`config.mk`:
```
export PLATFORM = sky130hd
export DESIGN_NAME = range_window_ctrl
export DESIGN_NICKNAME = d
export VERILOG_FILES = /design/src/rtl/range_window_ctrl.sv
export SDC_FILE = /design/constraint.sdc
export NUM_CORES = 1
export LEC_CHECK = 0
export BUFFER_PORTS_ARGS = -buffer_cell sky130_fd_sc_hd__clkbuf_2
export CORE_MARGIN = 4
export CORE_UTILIZATION = 30
export CTS_CLUSTER_SIZE = 10
export DETAILED_ROUTE_END_ITERATION = 7
export GPL_TIMING_DRIVEN = 0
export PLACE_DENSITY = 0.54
export SLEW_MARGIN = 10
export SYNTH_ARGS = -nofsm -noshare
export SYNTH_HDL_FRONTEND = slang
export SYNTH_SLANG_ARGS = --single-unit
```
`constraint.sdc`:
```
create_clock -name clock -period 3.15 [get_ports clock]
set_clock_uncertainty 0.1 [all_clocks]
set_input_delay 0.4725 -clock clock [delete_from_list [all_inputs] [get_ports clock]]
set_output_delay 0.4725 -clock clock [all_outputs]
set_load 0.01 [all_outputs]
```
`src/rtl/range_window_ctrl.sv`:
```
// range_window_ctrl: groups a valid/ready sample stream into windows of
// WINDOW_LEN samples, drives go/finish on a RangeFinder instance and returns
// one {range, error, count} record per window on a valid/ready output.
// Optional build macro WINDOW_TIMEOUT_EN: closes a window after TIMEOUT cycles
// without an accepted sample and flags the record as errored.
//
// state | meaning
// ------+----------------------------------------------------------
// IDLE  | no window open; first accepted sample opens one
// RUN   | window open; accepting samples until full, flush or timeout
// FIN   | rf_finish pulse (delayed one cycle if rf_go is still high)
// WAIT  | counting down RESULT_LAT cycles for the RangeFinder result
// OUT   | result record presented, held until out_ready
module range_window_ctrl #(
    parameter int WIDTH      = 8,
    parameter int WINDOW_LEN = 16,
    parameter int RESULT_LAT = 1,
    parameter int TIMEOUT    = 64
) (
    input  logic             clock,
    input  logic             reset,
    input  logic [WIDTH-1:0] in_data,
    input  logic             in_valid,
    output logic             in_ready,
    input  logic             flush,
    output logic [WIDTH-1:0] rf_data,
    output logic             rf_go,
    output logic             rf_finish,
    input  logic [WIDTH-1:0] rf_range,
    input  logic             rf_error,
    output logic [WIDTH-1:0] out_range,
    output logic             out_error,
    output logic [7:0]       out_count,
    output logic             out_valid,
    input  logic             out_ready,
    output logic             busy
);

    if (WINDOW_LEN < 2 || WINDOW_LEN > 255) begin : g_bad_window_len
        $error("range_window_ctrl: WINDOW_LEN must be 2..255");
    end
    if (RESULT_LAT < 1 || RESULT_LAT > 7) begin : g_bad_result_lat
        $error("range_window_ctrl: RESULT_LAT must be 1..7");
    end
    if (TIMEOUT < 2) begin : g_bad_timeout
        $error("range_window_ctrl: TIMEOUT must be at least 2");
    end

    typedef enum logic [2:0] {
        S_IDLE,
        S_RUN,
        S_FIN,
        S_WAIT,
        S_OUT
    } state_t;

    localparam logic [7:0] WIN_LAST = 8'(WINDOW_LEN - 1);
    localparam logic [2:0] LAT_LOAD = 3'(RESULT_LAT);

    state_t     state;
    state_t     state_nxt;
    logic [7:0] cnt;
    logic [2:0] lat_cnt;
    logic       accept;
    logic       timeout_hit;
    logic       timeout_flag;

    assign in_ready = !reset && (state == S_IDLE || state == S_RUN);
    assign accept   = in_valid && in_ready;

`ifdef WINDOW_TIMEOUT_EN
    // Loaded so that the forced rf_finish lands TIMEOUT cycles after the
    // last accepted sample (one cycle of that is the FIN transition itself).
    localparam logic [15:0] IDLE_LOAD = 16'(TIMEOUT - 2);

    logic [15:0] idle_cnt;

    assign timeout_hit = (state == S_RUN) && !accept && (idle_cnt == 16'd0);

    // Idle down-counter restarted by every accepted sample; sticky timeout bit per window.
    always_ff @(posedge clock) begin
        if (reset) begin
            idle_cnt     <= '0;
            timeout_flag <= 1'b0;
        end else begin
            if (accept) begin
                idle_cnt <= IDLE_LOAD;
            end else if (state == S_RUN && idle_cnt != 16'd0) begin
                idle_cnt <= idle_cnt - 16'd1;
            end
            if (timeout_hit) begin
                timeout_flag <= 1'b1;
            end else if (state == S_IDLE && accept) begin
                timeout_flag <= 1'b0;
            end
        end
    end
`else
    assign timeout_hit  = 1'b0;
    assign timeout_flag = 1'b0;
`endif

    // State register.
    always_ff @(posedge clock) begin
        if (reset) begin
            state <= S_IDLE;
        end else begin
            state <= state_nxt;
        end
    end

    // Next-state decode and state-derived outputs.
    always_comb begin
        state_nxt = state;
        rf_finish = 1'b0;
        out_valid = 1'b0;
        busy      = (state != S_IDLE);
        case (state)
            S_IDLE: begin
                if (accept) begin
                    state_nxt = flush ? S_FIN : S_RUN;
                end
            end
            S_RUN: begin
                if (flush || timeout_hit || (accept && cnt == WIN_LAST)) begin
                    state_nxt = S_FIN;
                end
            end
            S_FIN: begin
                // A one-sample window reaches FIN while rf_go is still high;
                // finish waits one cycle so go and finish never coincide.
                rf_finish = !rf_go;
                if (!rf_go) begin
                    state_nxt = S_WAIT;
                end
            end
            S_WAIT: begin
                if (lat_cnt == 3'd1) begin
                    state_nxt = S_OUT;
                end
            end
            S_OUT: begin
                out_valid = 1'b1;
                if (out_ready) begin
                    state_nxt = S_IDLE;
                end
            end
            default: begin
                state_nxt = S_IDLE;
            end
        endcase
    end

    // Sample path, window counter, latency timer and result capture.
    always_ff @(posedge clock) begin
        if (reset) begin
            rf_data   <= '0;
            rf_go     <= 1'b0;
            cnt       <= 8'd0;
            lat_cnt   <= 3'd0;
            out_range <= '0;
            out_error <= 1'b0;
            out_count <= 8'd0;
        end else begin
            rf_go <= (state == S_IDLE) && accept;
            if (accept) begin
                rf_data <= in_data;
            end
            case (state)
                S_IDLE: begin
                    if (accept) begin
                        cnt <= 8'd1;
                    end
                end
                S_RUN: begin
                    if (accept) begin
                        cnt <= cnt + 8'd1;
                    end
                end
                S_FIN: begin
                    lat_cnt <= LAT_LOAD;
                end
                S_WAIT: begin
                    lat_cnt <= lat_cnt - 3'd1;
                    if (lat_cnt == 3'd1) begin
                        out_range <= rf_range;
                        out_error <= rf_error | (cnt < 8'd2) | timeout_flag;
                        out_count <= cnt;
                    end
                end
                S_OUT: begin
                    if (out_ready) begin
                        cnt <= 8'd0;
                    end
                end
                default: begin
                end
            endcase
        end
    end

endmodule

```
==> metrics.yaml, run 1 <==
outcome: "complete, no violations"
cts_inserted_buffers: 5
gr-usage-met1_pct: 15.91
period_share_pct: 66.84
clockPowerShare_pct: 32.6
synth-seq-cells: 40
power_frac_comb_pct: 15.3
power.share.switching_pct: 28.41
synth_cell_type_count: 39
rows: 27
syn_inst: 215
areaGrowthSynthToFinish_pct: 23.95
viasPerCell: 4.701
grt_busiest_layer: "met2"
p_switching_w: 0.0002958
drt_iter0_markers: 73
crit_path_top_delay_cell: "or3_1"
path_delay_family: "buffers and inverters"
rsz0062_at_grt: "false"
drc_errors: 0
ir_drop_uv: 188.7
maxSlewHeadroom_pct: 66.49
portBuffers: 50
grt_usage_pct: 12.29
use_met2_pct: 19.07
synth_edf_count: 0
die_w_um: 85.18
synthArstFlopShare_pct: 0
synth.avg_cell_area_um2: 8.310
die_area_um2: 7255
post-cts-setup-buffer-count: 0
nNetsFinal: 297
drive_gt1_share_pct: 24.91
yosysWarnings: 0
synth.yosys.seq_area_share_pct: 44.82
pwr-share-seq_pct: 52.1
final.setup.tns_ns: 0
yosysTopAreaCell: "dfxtp_1"
final.min_clock_period_ns: 2.106
p_int_w: 0.0007453
grt_pass1_vias: 1581
clock_latency_ns: 0.30
max_stage_delay_ns: 0.42
path_class: "flop to primary output"
path_cells: "buf_6 -> clkbuf_1 -> or3_1 -> clkbuf_2"
wl_um: 4338
core_area_um2: 5642
fmax_mhz: 474.9
syn_nets: 240
cts_resized: 0
drv_slew: 0
synth.cell_area_um2: 1787
hpwl_um: 3167
p_per_area_nw_per_um2: 470.1
critPathLaunchType: "flop"
hp-class: "input port to flop"
die-height_um: 85.18
final_util_pct: 39.25
antenna_found_initial: 0
synth_area_leaders: "dfxtp_1 (45%), nand2_1 (11%), a21oi_1 (6.4%)"
gp_congestion: 0.7714
ioPinCount: 52
synth-main-ff-cell: "dfxtp_1"
cts_hold_buf: 0
vias: 1622
grt_util_met3_pct: 4.951
synth.top_cell.area_share_pct: 44.82
overflow: 0
ant_nets: 0
start_util_pct: 31.67
drv_cap: 0
grt_max_degree: 14
cts_tree: "done"
grt_pass1_wl_um: 7369
crit_fanout: 10
p_leak_nw: 0.8680
root_buffer: "clkbuf_8"
worstPathRequired_ns: 2.58
firstDrtPassIters: 4
arrival_ns: 1.53
wire_per_inst_um: 12.57
clk_path_buf_depth: 2
rrSetupSlack_ns: 1.08
ctsHtreeMaxLevel: 2
path_clk_slew_ns: 0.07
tightest_slew_ns: 0.5027
hold_viol: 0
final-setup-viol-count: 0
critPathCaptureType: "primary output"
num_antenna_cells: 0
cts_sinks: 40
path_buf_inv: 3
[synthesized netlist by cell type (3+ instances only)]
library cell	n
buf_6	3
nand2_1	52
ha_1	3
a2111oi_2	3
nor2_1	13
inv_1	5
a21oi_1	23
dfxtp_1	40
nor3_1	4
nor2b_1	4
clkbuf_1	12
nand3_1	4
o21ai_0	12
or4_1	3
xnor2_1	5
[per-stage QoR]
| step | total power, W | hold WS (ns) | instance area, um^2 | worst slack, ns | cells |
|---|---|---|---|---|---|
| 2_1_floorplan | 0.0006566 | 0.3518 | 1787 | 1.134 | 215 |
| 3_3_place_gp | 0.0007139 | 0.3430 | 2127 | 1.010 | 337 |
| 3_5_place_dp | 0.0007151 | 0.3473 | 2127 | 1.003 | 337 |
| 4_1_cts | 0.001058 | 0.2742 | 2215 | 1.019 | 345 |
| 5_1_grt | 0.001105 | 0.2724 | 2215 | 0.8891 | 345 |
| 6_report | 0.001041 | 0.2755 | 2215 | 1.044 | 345 |
[cells by family (layout without fill, tap and decap cells)]
| kind of cell | after synthesis | after routing | synth area share (%) |
|---|---|---|---|
| fa+ha+maj | 3 | 3 | 2.101 |
| mux | 2 | 2 | 1.120 |
| flops | 40 | 40 | 44.82 |
| compound gates | 48 | 48 | 18.42 |
| simple gates | 96 | 96 | 25.35 |
| xor+xnor | 5 | 5 | 2.451 |
| buf+inv | 21 | 79 | 5.742 |
[cells in the final DEF (no fill, tap or decap), drive strengths merged, types with 5 or more instances in the layout]
| cell type | instances |
|---|---|
| a2111oi | 5 |
| a21oi | 23 |
| clkbuf | 67 |
| dfxtp | 40 |
| inv | 5 |
| nand2 | 52 |
| nor2 | 13 |
| o21ai | 12 |
| xnor2 | 5 |
[path summary, 6_finish.rpt]
path,from,end,depth (start not counted)
hold reg to reg,out_count[5],out_count[5],2
setup reg to reg,state[0],out_error,5
setup / recovery,state[1],busy,4
hold / removal,in_data[2],rf_data[2],3
[routing by layer]
| layer | vias up | share of wire, % |
|---|---|---|
| met5 | - | 0 |
| met3 | 6 | 7.3 |
| met4 | 0 | 0.97 |
| met2 | 42 | 44 |
| li1 | 852 | - |
| met1 | 722 | 48 |
[cell type report]
type                    count  area (um^2)
fillers                   608         3427
well taps                  72        90.09
plain buffers              16        83.83
clock inverters             3        18.77
multi-input cells         154        883.3
clock buffers               5        68.82
repair buffers             50        250.2
flip-flops and latches     40        800.8
inverters                   5        18.77
[power by group through the flow]
stage	clock (W)	sequential [W]	combinational (W)
floorplan	0	0.000556	0.000101
global placement	0	0.000554	0.000160
detailed placement	0	0.000554	0.000161
CTS	0.000354	0.000542	0.000162
global route	0.000380	0.000546	0.000179
finish	0.000339	0.000543	0.000159
[flip-flops by register name, indices dropped and copies added, names as in the netlist]
name	count
out_error	1
state	3
rf_data	8
lat_cnt	3
out_range	8
cnt	8
rf_go	1
out_count	8
[worst register-to-register path, delay by kind of cell, from the launching register on]
| kind | cells | cell delay, ns |
|---|---|---|
| buffers and inverters | 2 | 0.72 |
| AND/OR/NAND/NOR | 2 | 0.49 |
| flip-flops | 1 | 0.45 |
| AO/OA/AOI/OAI | 1 | 0.17 |
No activity file was read; power rests on OpenSTA's default activity.
==> run 2: changes to the inputs <==
clock period = 2 ns   (was 3.15 ns; I/O delays follow)
==> run 2 against run 1 <==
  * Setup slack got worse by 0.97 ns
  * Non-clock buffer count fell by 1
  * Largest cell class unchanged
  * Die area did not move
  * Global-route usage barely moved
==> metrics.yaml, run 2 (synthesized netlist as in run 1, its figures left out) <==
grt_pass1_vias: 1581  # unchanged
crit_path_top_delay_cell: "or4b_4"
vias: 1619  # -0.18%
ant_nets: 0  # unchanged
path_class: "flop to flop"
antenna_found_initial: 0  # unchanged
path_clk_slew_ns: 0.08  # about the same
clock_latency_ns: 0.29  # about the same
rows: 27  # unchanged
gp_congestion: 0.7714  # unchanged
fin_hold_ws_ns: 0.1031  # -0.1724 ns
portBuffers: 50  # unchanged
firstDrtPassIters: 4  # unchanged
drc_errors: 0  # unchanged
num_antenna_cells: 0  # unchanged
period_share_pct: 96.12
multi_input_area_um2: 890.9  # +0.85%
hold_viol: 0  # unchanged
endpoint: "state[0]"
outcome: "complete, no violations"
drive_gt1_share_pct: 26.84  # +1.9 points
grt_usage_pct: 12.31  # +0.020 points
grt_pass1_wl_um: 7396  # +0.37%
crit_start: "state[1]"
drt_iter0_markers: 55  # -25%
nNetsFinal: 296  # -0.34%
fmax_mhz: 520.2
crit_fanout: 10  # unchanged
cts_sinks: 40  # unchanged
critPathLaunchType: "flop"
final.min_clock_period_ns: 1.922
rrSetupSlack_ns: 0.08  # -1.00 ns
start_util_pct: 31.67  # unchanged
wire_per_inst_um: 12.61  # +0.29%
path_cells: "buf_6 -> or4b_4 -> o31a_1 -> o311ai_2 -> o41ai_2"
drv_slew: 0  # unchanged
drv_cap: 0  # unchanged
worstPathRequired_ns: 2.07  # -0.51 ns
r2r_end: "state[0]"
rsz0062_at_grt: "false"
die_area_um2: 7255  # unchanged
arrival_ns: 1.99  # +0.46 ns
overflow: 0  # unchanged
root_buffer: "clkbuf_8"
wl_um: 4338  # unchanged
final.setup.tns_ns: 0  # unchanged
grt_max_degree: 14  # unchanged
die-height_um: 85.18  # unchanged
reg2regPathDepth: 5  # unchanged
max_stage_delay_ns: 0.54  # +0.12 ns
sequential_cell_area_um2: 802.0  # +0.16%
areaGrowthSynthToFinish_pct: 24.37
clk_path_buf_depth: 2  # unchanged
viasPerCell: 4.706  # +0.11%
p_leak_nw: 0.8757  # +0.89%
final_util_pct: 39.39  # +0.13 points
p_per_area_nw_per_um2: 738.8  # +57%
ir_drop_uv: 296.7  # +57%
cts_tree: "done"
final-setup-viol-count: 0  # unchanged
final_cell_mix: "clkbuf_2 (52), nand2_1 (52), dfxtp_1 (39)"
tightest_slew_ns: 0.5019  # -0.0008243 ns
core_area_um2: 5642  # unchanged
ctsHtreeMaxLevel: 2  # unchanged
fillers: 604  # -0.66%
die_w_um: 85.18  # unchanged
hp-class: "input port to flop"
timing.rr.start: "state[1]"
critPathCaptureType: "flop"
post-cts-setup-buffer-count: 0  # unchanged
hpwl_um: 3167  # unchanged
cts_inserted_buffers: 5  # unchanged
maxSlewHeadroom_pct: 66.54  # about the same
ioPinCount: 52  # unchanged
## run 2: per-stage QoR
| stage | cell area, um^2 | setup slack, ns | total power [W] | std cells |
|---|---|---|---|---|
| 2_1_floorplan | 1787 | 0.1034 | 0.001034 | 215 |
| 3_3_place_gp | 2127 | -0.04220 | 0.001124 | 337 |
| 3_5_place_dp | 2127 | -0.02327 | 0.001126 | 337 |
| 4_1_cts | 2216 | 0.04137 | 0.001667 | 345 |
| 5_1_grt | 2222 | 0.02504 | 0.001744 | 344 |
| 6_report | 2222 | 0.07767 | 0.001642 | 344 |
## run 2: cell type report
type                    instances  area share, %
clock inverters                 3         0.8446
repair buffers                 50          11.26
flip-flops and latches         40          36.09
multi-input cells             154          40.09
clock buffers                   5          3.097
inverters                       5         0.8446
well taps                      72          4.054
plain buffers                  15          3.716
## run 2: worst max-delay path, delay by kind of cell, from the launching register on
kind	cells	cell delay [ns]
buffers and inverters	1	0.14
flip-flops	1	0.31
AO/OA/AOI/OAI	3	0.71
AND/OR/NAND/NOR	1	0.54
## run 2: metal layers
layer | GRT usage (%) | part of all wire, % | wire length [um]
met4 | 3.022 | 1.0 | 44
met5 | 0 | 0 | 0
met2 | 19.14 | 44 | 1891
met1 | 15.91 | 48 | 2102
met3 | 4.951 | 6.9 | 300
## run 2: report_power, final
part	switching, W	leakage [nW]	internal (W)
clock	0.000289	0.0479	0.000243
sequential	0.0000261	0.325	0.000828
combinational	0.000150	0.503	0.000105
## run 2: worst min-delay path by stage
stage	from	endpoint	slack (ns)	depth (start not counted)
after CTS	in_data[4]	rf_data[4]	0.10	3
final	reset	cnt[4]	0.10	2
after global routing	reset	cnt[4]	0.09	2
after floorplan	in_data[0]	rf_data[0]	0.31	2
after global placement	out_range[5]	out_range[5]	0.34	2
after detailed placement	out_count[3]	out_count[3]	0.35	2
## run 2: repair_timing
item / 4_1_cts / 5_1_grt
pin swaps: 1 / 0
gates resized for setup: 1 / 5
cloned: 0 / 0
hold buffers: 0 / 0
endpoints found under the setup margin: 11 / 18
==> run 3: changes to the inputs <==
ABC_CLOCK_PERIOD_IN_PS = 1600   (was default)
CTS_CLUSTER_SIZE = default   (was 10)
PLACE_DENSITY = 0.56   (was 0.54)
clock period = 1.6 ns   (was 2 ns; I/O delays follow)
==> run 3 against run 2 <==
  * The run now ends with setup timing left
  * Highest routed layer unchanged
  * Critical endpoint unchanged
  * Die area stayed put
  * Global-route usage grew 0.87 points
  * Hold slack got worse by 0.068 ns
==> metrics.yaml, run 3 (synthesized netlist as in run 1, its figures left out) <==
path_delay_family: "simple AND/OR/NAND/NOR gates"
wl_um: 4873  # +12%
areaGrowthSynthToFinish_pct: 45.31
reg2regPathDepth: 5  # unchanged
max_stage_delay_ns: 0.38  # -0.16 ns
critPathCaptureType: "flop"
path_class: "flop to flop"
critPathLaunchType: "flop"
viasPerCell: 4.797  # +1.9%
drive_gt1_share_pct: 39.93  # +13 points
ctsHtreeMaxLevel: 2  # unchanged
cts_sinks: 40  # unchanged
path_buf_inv: 1  # unchanged
core_area_um2: 5642  # unchanged
final-setup-viol-count: 12  # +12
r2r_end: "state[0]"
power.share.switching_pct: 26.69  # -1.7 points
hold_viol: 0  # unchanged
start_util_pct: 31.67  # unchanged
clk_path_buf_depth: 2  # unchanged
fmax_mhz: 552.8  # +6.3%
drt_iter0_markers: 64  # +16%
final_cell_mix: "nand2_1 (52), clkbuf_2 (50), dfxtp_1 (34)"
rows: 27  # unchanged
rrSetupSlack_ns: -0.21  # -0.29 ns
rsz0062_at_grt: "true"
gr-usage-met1_pct: 16.81  # +0.90 points
grt_util_met3_pct: 4.369  # -0.58 points
timing.rr.start: "state[2]"
use_met2_pct: 20.48  # +1.3 points
drv_slew: 0  # unchanged
die_w_um: 85.18  # unchanged
crit_path_top_delay_cell: "or3b_1"
drc_errors: 0  # unchanged
grt_usage_pct: 13.18  # +0.87 points
worstPathRequired_ns: 1.68  # -0.39 ns
grt_max_degree: 14  # unchanged
overflow: 0  # unchanged
portBuffers: 50  # unchanged
ant_nets: 0  # unchanged
firstDrtPassIters: 4  # unchanged
vias: 1751  # +8.2%
drv_cap: 0  # unchanged
p_switching_w: 0.0006505  # +40%
root_buffer: "clkbuf_8"
final.min_clock_period_ns: 1.809  # -0.1132 ns
ioPinCount: 52  # unchanged
power_w: 0.002437  # +48%
maxSlewHeadroom_pct: 63.38  # -3.2 points
path_depth: 5  # unchanged
hp-class: "input port to flop"
cts_tree: "done"
num_antenna_cells: 0  # unchanged
endpoint: "state[0]"
crit_fanout: 7  # -3
antenna_found_initial: 0  # unchanged
cts_inserted_buffers: 5  # unchanged
ir_drop_uv: 403.6  # +36%
outcome: "finished, violations left"
p_int_w: 0.001787  # +52%
grt_busiest_layer: "met2"
grt_pass1_vias: 1635  # +3.4%
hp-start: "in_data[2]"
grt_pass1_wl_um: 7803  # +5.5%
crit_start: "state[2]"
final_common_cell: "nand2_1"
hpwl_um: 3200  # +1.1%
fin_ws_ns: -0.2091  # -0.2868 ns
tightest_slew_ns: 0.5494  # +0.04748 ns
die-height_um: 85.18  # unchanged
p_leak_nw: 1.033  # +18%
p_per_area_nw_per_um2: 938.7  # +27%
path_cells: "or3b_1 -> buf_6 -> and3_1 -> o311ai_2 -> o41ai_2"
violations: "setup timing"
path_clk_slew_ns: 0.08  # about the same
cts_hold_buf: 0  # unchanged
wire_per_inst_um: 13.35  # +5.9%
power_frac_comb_pct: 19.5  # +4.0 points
period_share_pct: 113.1  # +17 points
clockPowerShare_pct: 36.3  # +3.9 points
die_area_um2: 7255  # unchanged
gp_congestion: 0.7673  # -0.53%
clock_latency_ns: 0.30  # about the same
place_ws_ns: -0.2932  # -0.2699 ns
arrival_ns: 1.89  # -0.10 ns
nNetsFinal: 317  # +7.1%
pwr-share-seq_pct: 44.2  # -7.8 points
run 3: cell type report:
cell class                 count  area (um^2)
fill                         556         3045
clock buffer                   6        82.58
inverter                       5        18.77
sequential                    40        813.3
multi-input combinational    154         1010
tap                           72        90.09
timing repair buffer          74        434.2
buffer                        12        108.9
clock inverter                 2        38.79
run 3: timing repair:
action / 4_1_cts / 5_1_grt
gates resized for setup: 26 / 23
hold endpoints to repair: 0 / 0
pin swaps: 6 / 7
endpoints found under the setup margin: 36 / 30
setup buffers: 9 / 16
run 3: worst reg2reg max path, cell delays in order, from the launching register on:
cell,delay [ns]
dfxtp_2,0.36
or3b_1,0.38
buf_6,0.16
and3_1,0.26
o311ai_2,0.32
o41ai_2,0.11
run 3: stage by stage:
stage | utilization, % | hold slack [ns] | setup TNS (ns) | instance area (um^2) | cells
2_1_floorplan | - | 0.2486 | -0.3112 | 1838 | 215
3_3_place_gp | 38.61 | 0.3403 | -7.020 | 2178 | 337
3_5_place_dp | 38.61 | 0.3419 | -6.930 | 2178 | 337
4_1_cts | 43.09 | 0.03023 | -0.7886 | 2431 | 351
5_1_grt | 46.02 | 0.05163 | -2.287 | 2596 | 365
6_report | 46.02 | 0.03523 | -1.417 | 2596 | 365
run 3: layer usage:
layer  wire (um)  share of wire (%)
met5           0                  0
met1        2227                 46
met3         348                7.1
met4          68                1.4
met2        2228                 46
run 3: power by group through the flow:
stage	clock network, W	logic [W]	registers, W
floorplan	0	0.000206	0.00109
global placement	0	0.000323	0.00109
detailed placement	0	0.000323	0.00109
CTS	0.000915	0.000370	0.00107
global route	0.000945	0.000517	0.00108
finish	0.000885	0.000475	0.00108
run 3: worst min-delay path by stage:
stage	endpoint	slack (ns)	cells after the start
final	rf_data[2]	0.04	3
after global routing	lat_cnt[0]	0.05	2
after CTS	lat_cnt[0]	0.03	2
after detailed placement	rf_data[2]	0.34	3
after global placement	rf_data[6]	0.34	3
after floorplan	rf_data[0]	0.25	2
